**config.mk**
```make
export PLATFORM = sky130hd
export DESIGN_NAME = temp_mon_scan
export DESIGN_NICKNAME = d
export VERILOG_FILES = /design/src/rtl/temp_mon_scan_pkg.sv /design/src/rtl/temp_mon_adc_rx.sv /design/src/rtl/temp_mon_scan.sv
export SDC_FILE = /design/constraint.sdc
export NUM_CORES = 1
export LEC_CHECK = 0
export CORE_ASPECT_RATIO = 0.8
export CORE_MARGIN = 4
export CORE_UTILIZATION = 37
export DETAILED_ROUTE_END_ITERATION = 7
export MAX_ROUTING_LAYER = met4
export PLACE_DENSITY = 0.53
export SLEW_MARGIN = 30
export SYNTH_ARGS = -nofsm -noshare
export SYNTH_HDL_FRONTEND = slang
export SYNTH_HIERARCHICAL = 1
export SYNTH_SLANG_ARGS = --single-unit
export TNS_END_PERCENT = 100
```
**constraint.sdc**
```tcl
create_clock -name i_clk -period 3.1 [get_ports i_clk]
set_input_delay 0.62 -clock i_clk [delete_from_list [all_inputs] [get_ports i_clk]]
set_output_delay 0.62 -clock i_clk [all_outputs]
set_load 0.03 [all_outputs]
```
**src/rtl/temp_mon_scan_pkg.sv**
```systemverilog
// Shared definitions for the temperature monitor scanner: FSM states and default parameters.
package temp_mon_scan_pkg;

  typedef enum logic [2:0] {
    ST_IDLE,
    ST_WAIT,
    ST_SETTLE,
    ST_CONV,
    ST_STORE
  } state_t;

  localparam int DEF_NCH      = 4;
  localparam int DEF_ADC_W    = 10;
  localparam int DEF_SCLK_DIV = 4;
  localparam int DEF_SETTLE   = 16;
  localparam int DEF_INTERVAL = 1000;
  localparam int DEF_HYST     = 4;

endpackage

```
**src/rtl/temp_mon_adc_rx.sv**
```systemverilog
// Serial ADC reader: one start pulse yields ADC_W SCLK pulses (SCLK_DIV low, SCLK_DIV high) with CS_N low,
// sampling SDO MSB-first on each SCLK rise; o_done is high in the final cycle, o_data valid from the next cycle.
module temp_mon_adc_rx
  import temp_mon_scan_pkg::*;
#(
  parameter int ADC_W    = DEF_ADC_W,
  parameter int SCLK_DIV = DEF_SCLK_DIV
) (
  input  logic             i_clk,
  input  logic             i_rst_n,
  input  logic             i_start,
  input  logic             i_sdo,
  output logic             o_sclk,
  output logic             o_cs_n,
  output logic             o_done,
  output logic [ADC_W-1:0] o_data
);

  localparam int DIV_W = (SCLK_DIV > 1) ? $clog2(SCLK_DIV) : 1;
  localparam int BIT_W = (ADC_W > 1) ? $clog2(ADC_W) : 1;

  logic             r_busy;
  logic             r_sclk;
  logic [DIV_W-1:0] r_div;
  logic [BIT_W-1:0] r_bit;
  logic [ADC_W-1:0] r_shift;
  logic             w_half_end;
  logic             w_last_bit;

  assign w_half_end = (r_div == DIV_W'(SCLK_DIV - 1));
  assign w_last_bit = (r_bit == BIT_W'(ADC_W - 1));
  assign o_done     = r_busy && r_sclk && w_half_end && w_last_bit;
  assign o_sclk     = r_sclk;
  assign o_cs_n     = ~r_busy;
  assign o_data     = r_shift;

  always_ff @(posedge i_clk or negedge i_rst_n) begin
    if (!i_rst_n) begin
      r_busy  <= 1'b0;
      r_sclk  <= 1'b0;
      r_div   <= '0;
      r_bit   <= '0;
      r_shift <= '0;
    end else if (!r_busy) begin
      if (i_start) begin
        r_busy <= 1'b1;
        r_sclk <= 1'b0;
        r_div  <= '0;
        r_bit  <= '0;
      end
    end else if (!w_half_end) begin
      r_div <= r_div + DIV_W'(1);
    end else begin
      r_div <= '0;
      // SDO is captured on the same edge that raises SCLK
      if (!r_sclk) begin
        r_sclk  <= 1'b1;
        r_shift <= {r_shift[ADC_W-2:0], i_sdo};
      end else begin
        r_sclk <= 1'b0;
        if (w_last_bit) r_busy <= 1'b0;
        else            r_bit  <= r_bit + BIT_W'(1);
      end
    end
  end

endmodule

```
**src/rtl/temp_mon_scan.sv**
```systemverilog
// Multiplexed temperature scanner: settle, convert and store each channel, then idle INTERVAL cycles.
// Scan takes NCH*(SETTLE+2*SCLK_DIV*ADC_W+1) cycles to SCAN_DONE; per-channel alarms with hysteresis.
module temp_mon_scan
  import temp_mon_scan_pkg::*;
#(
  parameter int NCH      = DEF_NCH,
  parameter int ADC_W    = DEF_ADC_W,
  parameter int SCLK_DIV = DEF_SCLK_DIV,
  parameter int SETTLE   = DEF_SETTLE,
  parameter int INTERVAL = DEF_INTERVAL,
  parameter int HYST     = DEF_HYST
) (
  input  logic                   i_clk,
  input  logic                   i_rst_n,
  input  logic                   i_enable,
  input  logic [ADC_W-1:0]       i_thresh,
  input  logic                   i_alarm_clr,
  input  logic                   i_adc_sdo,
  output logic                   o_adc_sclk,
  output logic                   o_adc_cs_n,
  output logic [$clog2(NCH)-1:0] o_mux_sel,
  input  logic [$clog2(NCH)-1:0] i_rd_ch,
  output logic [ADC_W-1:0]       o_rd_data,
  output logic [NCH-1:0]         o_alarm,
  output logic                   o_scan_done
);

  localparam int CH_W  = $clog2(NCH);
  localparam int CNT_W = $clog2(((INTERVAL > SETTLE) ? INTERVAL : SETTLE) + 1);

  logic [1:0]       r_rst_sync;
  logic             w_rst_n;
  state_t           r_state;
  logic [CH_W-1:0]  r_ch;
  logic [CNT_W-1:0] r_cnt;
  logic             r_scan_done;
  logic [NCH-1:0]   r_alarm;
  logic [ADC_W-1:0] r_samples [NCH];

  logic             w_start;
  logic             w_done;
  logic [ADC_W-1:0] w_data;
  logic [ADC_W-1:0] w_lo;
  logic [NCH-1:0]   w_alarm_nxt;

  // Reset asserts asynchronously everywhere but releases two edges later
  always_ff @(posedge i_clk or negedge i_rst_n) begin
    if (!i_rst_n) r_rst_sync <= 2'b00;
    else          r_rst_sync <= {r_rst_sync[0], 1'b1};
  end
  assign w_rst_n = r_rst_sync[1];

  assign w_start = (r_state == ST_SETTLE) && (r_cnt == CNT_W'(SETTLE - 1));

  temp_mon_adc_rx #(
    .ADC_W    (ADC_W),
    .SCLK_DIV (SCLK_DIV)
  ) u_adc_rx (
    .i_clk   (i_clk),
    .i_rst_n (w_rst_n),
    .i_start (w_start),
    .i_sdo   (i_adc_sdo),
    .o_sclk  (o_adc_sclk),
    .o_cs_n  (o_adc_cs_n),
    .o_done  (w_done),
    .o_data  (w_data)
  );

  // Lower hysteresis bound saturates at 0 so a small threshold never clears
  assign w_lo = (i_thresh > ADC_W'(HYST)) ? (i_thresh - ADC_W'(HYST)) : '0;

  always_comb begin
    w_alarm_nxt = r_alarm;
    if (i_alarm_clr) w_alarm_nxt = '0;
    if (r_state == ST_STORE) begin
      if (w_data >= i_thresh)  w_alarm_nxt[r_ch] = 1'b1;
      else if (w_data < w_lo)  w_alarm_nxt[r_ch] = 1'b0;
    end
  end

  always_ff @(posedge i_clk or negedge w_rst_n) begin
    if (!w_rst_n) begin
      r_state     <= ST_IDLE;
      r_ch        <= '0;
      r_cnt       <= '0;
      r_scan_done <= 1'b0;
      r_alarm     <= '0;
      for (int i = 0; i < NCH; i++) r_samples[i] <= '0;
    end else begin
      r_scan_done <= 1'b0;
      r_alarm     <= w_alarm_nxt;
      case (r_state)
        ST_IDLE: begin
          if (i_enable) begin
            r_state <= ST_SETTLE;
            r_ch    <= '0;
            r_cnt   <= '0;
          end
        end
        ST_SETTLE: begin
          if (w_start) begin
            r_state <= ST_CONV;
            r_cnt   <= '0;
          end else begin
            r_cnt <= r_cnt + CNT_W'(1);
          end
        end
        ST_CONV: begin
          if (w_done) r_state <= ST_STORE;
        end
        ST_STORE: begin
          r_samples[r_ch] <= w_data;
          r_cnt           <= '0;
          if (r_ch == CH_W'(NCH - 1)) begin
            r_scan_done <= 1'b1;
            r_ch        <= '0;
            r_state     <= ST_WAIT;
          end else begin
            r_ch    <= r_ch + CH_W'(1);
            r_state <= ST_SETTLE;
          end
        end
        ST_WAIT: begin
          // ENABLE is only consulted here, so a dropped enable lets the scan finish
          if (r_cnt == CNT_W'(INTERVAL - 1)) begin
            r_cnt   <= '0;
            r_ch    <= '0;
            r_state <= i_enable ? ST_SETTLE : ST_IDLE;
          end else begin
            r_cnt <= r_cnt + CNT_W'(1);
          end
        end
        default: r_state <= ST_IDLE;
      endcase
    end
  end

  assign o_mux_sel   = r_ch;
  assign o_alarm     = r_alarm;
  assign o_scan_done = r_scan_done;
  assign o_rd_data   = ({1'b0, i_rd_ch} < (CH_W + 1)'(NCH)) ? r_samples[i_rd_ch] : '0;

endmodule

```
==> reports/metrics.cfg, run 1 <==
[finish]
finalNetCount=495
layout-area-overhead-vs-synth_pct=23.7
finish.instance_area_mm2=0.00553
final_core_util_pct=47.4
layoutNonFillerInstCount=602
post_route_cells_drive_above_1_share_pct=26.2
fill_cell_instance_count_of_the_final_layout=1066
insertedDiodeCount=0

[route]
drt-vias-per-instance=5.28
drt_iter0_drc=149
wl_per_cell_um=15.9
routed_wl_mm=9.60
vias=3176
drt_drc_violations_left=0
final_antenna_net_count=0
detail_route.first_pass.iterations=6

[place]
gp_congestion=0.894
port-buffer-count=35
detailed_place.area_mm2=0.00511
placed_cells_incl_taps=585
dpl_worst_slack_ns=-0.218
hpwl_mm=7.07

[sta]
fin_crit_sh_pct=97.8
max-slew-margin-rel_pct=59.6
timing.final.ws_setup_ns=0.0673
final_max_slew_viol_count=0
hold_viol_final=0
period_minus_slack_ns=3.03
max_freq_ghz=0.330
setup_viol=0
fin_worst_skew_ns=0.00834
timing_worst_slew_pin_value_ns=0.603

[clocking]
tritoncts=yes
cts_root_buffer=sky130_fd_sc_hd__clkbuf_16
path_clk_slew_ns=0.06
clock_tree.htree_level_count=3
clk_sink_count=80
clock_path_buffers=2
cts_inserted_buffers=9
worst_skew_pair.late_latency_ns=0.33
holdBufCountCts=0

[floorplanning]
floorplan.die.height_um=106
floorplan.rows=35
initial_core_utilization_pct=38.4
coreArea_mm2=0.0116
die-area_mm2=0.0139
chipWidth_um=131
design.portCount=36

[worst_setup_path]
crit_family=buffers and inverters
criticalPathCategory=in -> out
max_stage_delay_ns=0.61
startpoint_type=input port
worst_path_most_repeated_cell=sky130_fd_sc_hd__clkdlybuf4s50_1
path_depth=4
timing.critical_path.required_ns=2.48
critical_path.cell_chain=clkdlybuf4s50_1, buf_12, mux4_2, clkdlybuf4s50_1
timing.critical_path.buf_inv=3
worst_path_max_delay_cell=sky130_fd_sc_hd__clkdlybuf4s50_1
worst_r2r_path_depth=4
crit_fanout=7
cp-end-kind=primary output
critPathArrivalTime_ns=2.41

[synthesis]
synth.yosys.warnings=6
yosys.area_share.simple_pct=12.8
synth.cell_area_mm2=0.00447
synth_unique_cells=69
synth-xor-area-share_pct=0.784
synth.ff_latch_count=80
muxShareOfSynthArea_pct=17.9
synth_seq_area_share_pct=44.8
ys.flop_type=sky130_fd_sc_hd__dfrtp_1
avgSynthCellArea_um2=11.4
yosys.area_share.adder_pct=8.12
async_reset_ff_share_pct=100
synth_top_family_by_area=multiplexers
post_synthesis_net_count=437
count_of_mapped_cells_out_of_synthesis=391
synth_edf_count=0
synth-compound-area-share_pct=11.6

[global_routing]
grt_start_max_net_pins=41
antenna_violations_before_repair=0
overflow=0
via_count_of_the_first_global_routing_pass=3101
grt_pass1_wl_mm=16.2
gr-usage-all-layers_pct=15.1

[run]
maxCapViolCount=0

[power]
ir_worst_vdd_v=0.000394
static-leakage-power_uw=0.00261
powerDensity_mw_per_mm2=632

[status]
outcome=complete, no violations

[min_path]
worst_hold_path_type=reg -> async

==> placed cells by master, fill, tap and decap left out, drive strengths merged, types with 5 or more instances in the layout <==
cell type and count:
dfrtp 80, buf 32, clkdlybuf4s50 29, ha 29, nand2b 7, clkbuf 11, mux2 48, nor2 17
o31ai 5, nand3 8, nor4 7, o21ai 21, a21oi 16, mux4 10, a31oi 9, and3 5
nand2 31, inv 22
==> synth_stat cells, types with 6 or more instances <==
library cell / n / share of area, %
sky130_fd_sc_hd__dfrtp_1: 80 / 45
sky130_fd_sc_hd__mux2_2: 41 / 10
sky130_fd_sc_hd__nand2_1: 30 / 2.5
sky130_fd_sc_hd__ha_1: 29 / 8.1
sky130_fd_sc_hd__inv_1: 20 / 1.7
sky130_fd_sc_hd__nor2_1: 17 / 1.4
sky130_fd_sc_hd__a21oi_1: 15 / 1.7
sky130_fd_sc_hd__o21ai_0: 13 / 1.5
sky130_fd_sc_hd__mux4_2: 10 / 5.0
sky130_fd_sc_hd__a31oi_1: 8 / 1.1
sky130_fd_sc_hd__buf_2: 8 / 0.90
sky130_fd_sc_hd__nand3_1: 8 / 0.90
sky130_fd_sc_hd__o21ai_1: 8 / 0.90
sky130_fd_sc_hd__nand2b_1: 7 / 0.98
sky130_fd_sc_hd__mux2_1: 6 / 1.5
sky130_fd_sc_hd__nor4_1: 6 / 0.84
==> worst paths after layout <==
path	slack [ns]	startpoint	to
hold reg to reg	0.32	r_rst_sync[1]$_DFF_PN0_	r_samples[30]$_DFFE_PN0P_
hold / removal	0.32	r_rst_sync[1]$_DFF_PN0_	r_samples[30]$_DFFE_PN0P_
max in group asynchronous	2.17	r_rst_sync[1]$_DFF_PN0_	r_samples[33]$_DFFE_PN0P_
min in group i_clk	0.36	r_rst_sync[0]$_DFF_PN0_	r_rst_sync[1]$_DFF_PN0_
setup / recovery	0.07	i_rd_ch[0]	o_rd_data[3]
setup reg to reg	1.01	r_state[2]$_DFFE_PN0P_	r_samples[6]$_DFFE_PN0P_
==> registers in the layout, summed over array words and instances, names as in the netlist <==
register / cells
o_alarm: 4
o_mux_sel: 2
o_scan_done: 1
r_cnt: 10
r_rst_sync: 2
r_samples: 40
r_state: 3
u_adc_rx/o_data: 10
u_adc_rx/o_sclk: 1
u_adc_rx/r_bit: 4
u_adc_rx/r_busy: 1
u_adc_rx/r_div: 2
==> metrics by stage <==
step	hold slack [ns]	setup TNS [ns]	power, µW
2_1_floorplan	0.324	0	2000
3_3_place_gp	0.345	-0.333	2190
3_5_place_dp	0.336	-0.781	2210
4_1_cts	0.351	0	3530
5_1_grt	0.377	-0.00908	3720
6_report	0.321	0	3490
==> power by group <==
part,internal [µW],switching (µW),total (µW)
registers,1170,216,1390
logic,381,427,809
clock network,891,409,1300
total,2440,1050,3490
==> what timing repair did <==
action	CTS	global route
resized for setup	0	7
setup endpoints to repair	0	4
hold endpoints to repair	0	0
buffers inserted	0	1
==> final cells by class <==
type                       instances  area, µm²  area share [%]
clock buffer                      11        243            4.39
clock inverter                     5        128            2.31
tap                              148        185            3.35
inverter                          22       82.6            1.49
sequential                        80       2010            36.3
multi-input combinational        275       2320            42.0
timing repair buffer              61        559            10.1
==> metal layers <==
metal / vias up / global-route usage, % / part of all wire, %
met5: - / - / 0
met4: 0 / 3.30 / 0.91
met3: 11 / 3.42 / 3.3
met2: 49 / 20.2 / 42
met1: 1559 / 23.3 / 53
li1: 1557 / - / -
==> cells by family after synthesis <==
logic type | Yosys count
adders and majority gates | 29
DFF | 80
muxes | 61
buffers and inverters | 36
AOI/OAI and AO/OA | 75
and+or+nand+nor | 105
xor gates and xnor gates | 4
other | 1
(Power assumes the default switching activity.)
==> run 2: changes to the inputs <==
- CORE_MARGIN: 4 -> 3
==> run 2 against run 1 <==
Net effect:
- sequential share of layout area grew 0.30 points
- sequential power hardly changed
- final cell count is 0.33% lower
- power down 3.1%
- largest cell class unchanged
- global-route usage increased by 0.40 points
- largest power group unchanged
- design area decreased by 0.81%
- maximum frequency hardly changed
- wire length up 0.36%
==> reports/metrics.cfg, run 2 (synthesis results as in run 1) <==
[status]
outcome=complete, no violations  ; unchanged

[route]
drt-vias-per-instance=5.24  ; was 5.28
drt_drc_violations_left=0  ; unchanged
wl_per_cell_um=16.1  ; was 15.9 µm
routed_wl_mm=9.63  ; was 9.60 mm
drt_iter0_drc=136  ; was 149
final_antenna_net_count=0  ; unchanged
detail_route.first_pass.iterations=4  ; was 6
vias=3141  ; was 3176

[finish]
insertedDiodeCount=0  ; unchanged
finalNetCount=493  ; was 495
post_route_cells_drive_above_1_share_pct=25.9  ; was 26.2%
largest_reg_flops=40  ; unchanged
highest_count_cells_in_the_layout_ignoring_fill_and_taps=79 x sky130_fd_sc_hd__dfrtp_1, 41 x sky130_fd_sc_hd__mux2_2, 30 x sky130_fd_sc_hd__nand2_1  ; unchanged
regMostFlops=r_samples  ; unchanged
most_frequent_standard_cell_in_the_layout_excluding_fill_and_tap_cells=sky130_fd_sc_hd__dfrtp_1  ; unchanged
layout-area-overhead-vs-synth_pct=22.6  ; was 23.7%

[worst_setup_path]
rrSetupSlack_ns=1.04  ; was 1.01 ns
startpoint_type=input port  ; unchanged
criticalPathCategory=in -> out  ; unchanged
crit_fanout=7  ; unchanged
critPathArrivalTime_ns=2.41  ; about the same
cp-end-kind=primary output  ; unchanged
timing.critical_path.required_ns=2.48  ; about the same

[sta]
final_max_slew_viol_count=0  ; unchanged
hold_viol_final=0  ; unchanged
max-slew-margin-rel_pct=58.7  ; was 59.6%
fin_worst_skew_ns=0.00594  ; was 0.00834 ns
tns_ns=0  ; unchanged
timing_worst_slew_pin_value_ns=0.613  ; was 0.603 ns
period_minus_slack_ns=3.03  ; about the same
fin_crit_sh_pct=97.9  ; was 97.8%
timing.final.ws_setup_ns=0.0662  ; was 0.0673 ns
setup_viol=0  ; unchanged
max_freq_ghz=0.330  ; about the same

[power]
ir_worst_vdd_v=0.000392  ; was 0.000394 V
powerDensity_mw_per_mm2=618  ; was 632 mW/mm²
post-layout-total-power_uw=3390  ; was 3490 µW
static-leakage-power_uw=0.00259  ; was 0.00261 µW

[min_path]
worst_hold_path_type=reg -> async  ; unchanged

[clocking]
worst_skew_pair.late_latency_ns=0.33  ; about the same
clock_tree.htree_level_count=3  ; unchanged
clock_path_buffers=2  ; unchanged
number_of_buffers_added_for_setup_after_cts=0  ; unchanged
clk_sink_count=80  ; unchanged
path_clk_slew_ns=0.06  ; about the same
cts_inserted_buffers=9  ; unchanged
tritoncts=yes  ; unchanged
cts_root_buffer=sky130_fd_sc_hd__clkbuf_16  ; unchanged

[place]
gp_congestion=0.858  ; was 0.894
dpl_worst_slack_ns=-0.224  ; was -0.218 ns
hpwl_mm=7.10  ; was 7.07 mm
port-buffer-count=35  ; unchanged

[global_routing]
antenna_violations_before_repair=0  ; unchanged
grt_start_max_net_pins=46  ; was 41
overflow=0  ; unchanged
gr-usage-all-layers_pct=15.5  ; was 15.1%
via_count_of_the_first_global_routing_pass=3052  ; was 3101
grt_pass1_wl_mm=16.2  ; about the same

[floorplanning]
coreArea_mm2=0.0116  ; unchanged
floorplan.rows=35  ; unchanged
design.portCount=36  ; unchanged
chipWidth_um=129  ; was 131 µm
floorplan.die.height_um=104  ; was 106 µm
die-area_mm2=0.0134  ; was 0.0139 mm²
initial_core_utilization_pct=38.4  ; unchanged

[run]
maxCapViolCount=0  ; unchanged

-- run 2: power by group --
part	total, µW	switching [µW]	internal (µW)
registers	1390	217	1170
logic	806	425	381
clock network	1190	409	784
total	3390	1050	2330
-- run 2: what timing repair did --
item | 4_1_cts | 5_1_grt
endpoints found under the setup margin | 0 | 4
gates resized for setup | 0 | 6
hold buffers | 0 | 0
hold endpoints to repair | 0 | 0
-- run 2: final timing paths --
path / startpoint / endpoint / depth (start not counted)
worst max-delay path: i_rd_ch[0] / o_rd_data[3] / 4
worst min-delay path: r_rst_sync[1]$_DFF_PN0_ / o_mux_sel[1]$_DFFE_PN0P_ / 0
worst max register to register: r_state[1]$_DFFE_PN0P_ / u_adc_rx/r_bit[0]$_DFFE_PN0P_ / 5
worst min register to register: r_rst_sync[1]$_DFF_PN0_ / o_mux_sel[1]$_DFFE_PN0P_ / 0
max in group asynchronous: r_rst_sync[1]$_DFF_PN0_ / r_samples[39]$_DFFE_PN0P_ / 1
min in group i_clk: r_rst_sync[0]$_DFF_PN0_ / r_rst_sync[1]$_DFF_PN0_ / 0
-- run 2: critical path: stages --
cell and delay, ns:
sky130_fd_sc_hd__clkdlybuf4s50_1 0.51, sky130_fd_sc_hd__buf_12 0.15, sky130_fd_sc_hd__mux4_2 0.52, sky130_fd_sc_hd__clkdlybuf4s50_1 0.62
-- run 2: layout make-up --
cell class,count,area [µm²]
Clock inverter,6,108
Multi-Input combinational cell,275,2320
Timing Repair Buffer,59,552
Fill cell,1058,6170
Tap cell,148,185
Sequential cell,80,2010
Inverter,22,82.6
Clock buffer,10,229
-- run 2: metal layers --
layer / wire length [µm] / global-route usage, %
met5: 0 / -
met4: 89 / 4.20
met3: 372 / 3.54
met2: 4020 / 20.6
met1: 5150 / 23.6
-- run 2: per-stage QoR --
stage | area, µm² | instances | utilization [%] | hold WS (ns)
after floorplan | 4470 | 391 | - | 0.324
after global placement | 5090 | 583 | 43.7 | 0.343
after detailed placement | 5110 | 584 | 43.9 | 0.316
after CTS | 5450 | 600 | 46.8 | 0.322
after global routing | 5480 | 600 | 47.1 | 0.344
final | 5480 | 600 | 47.1 | 0.296
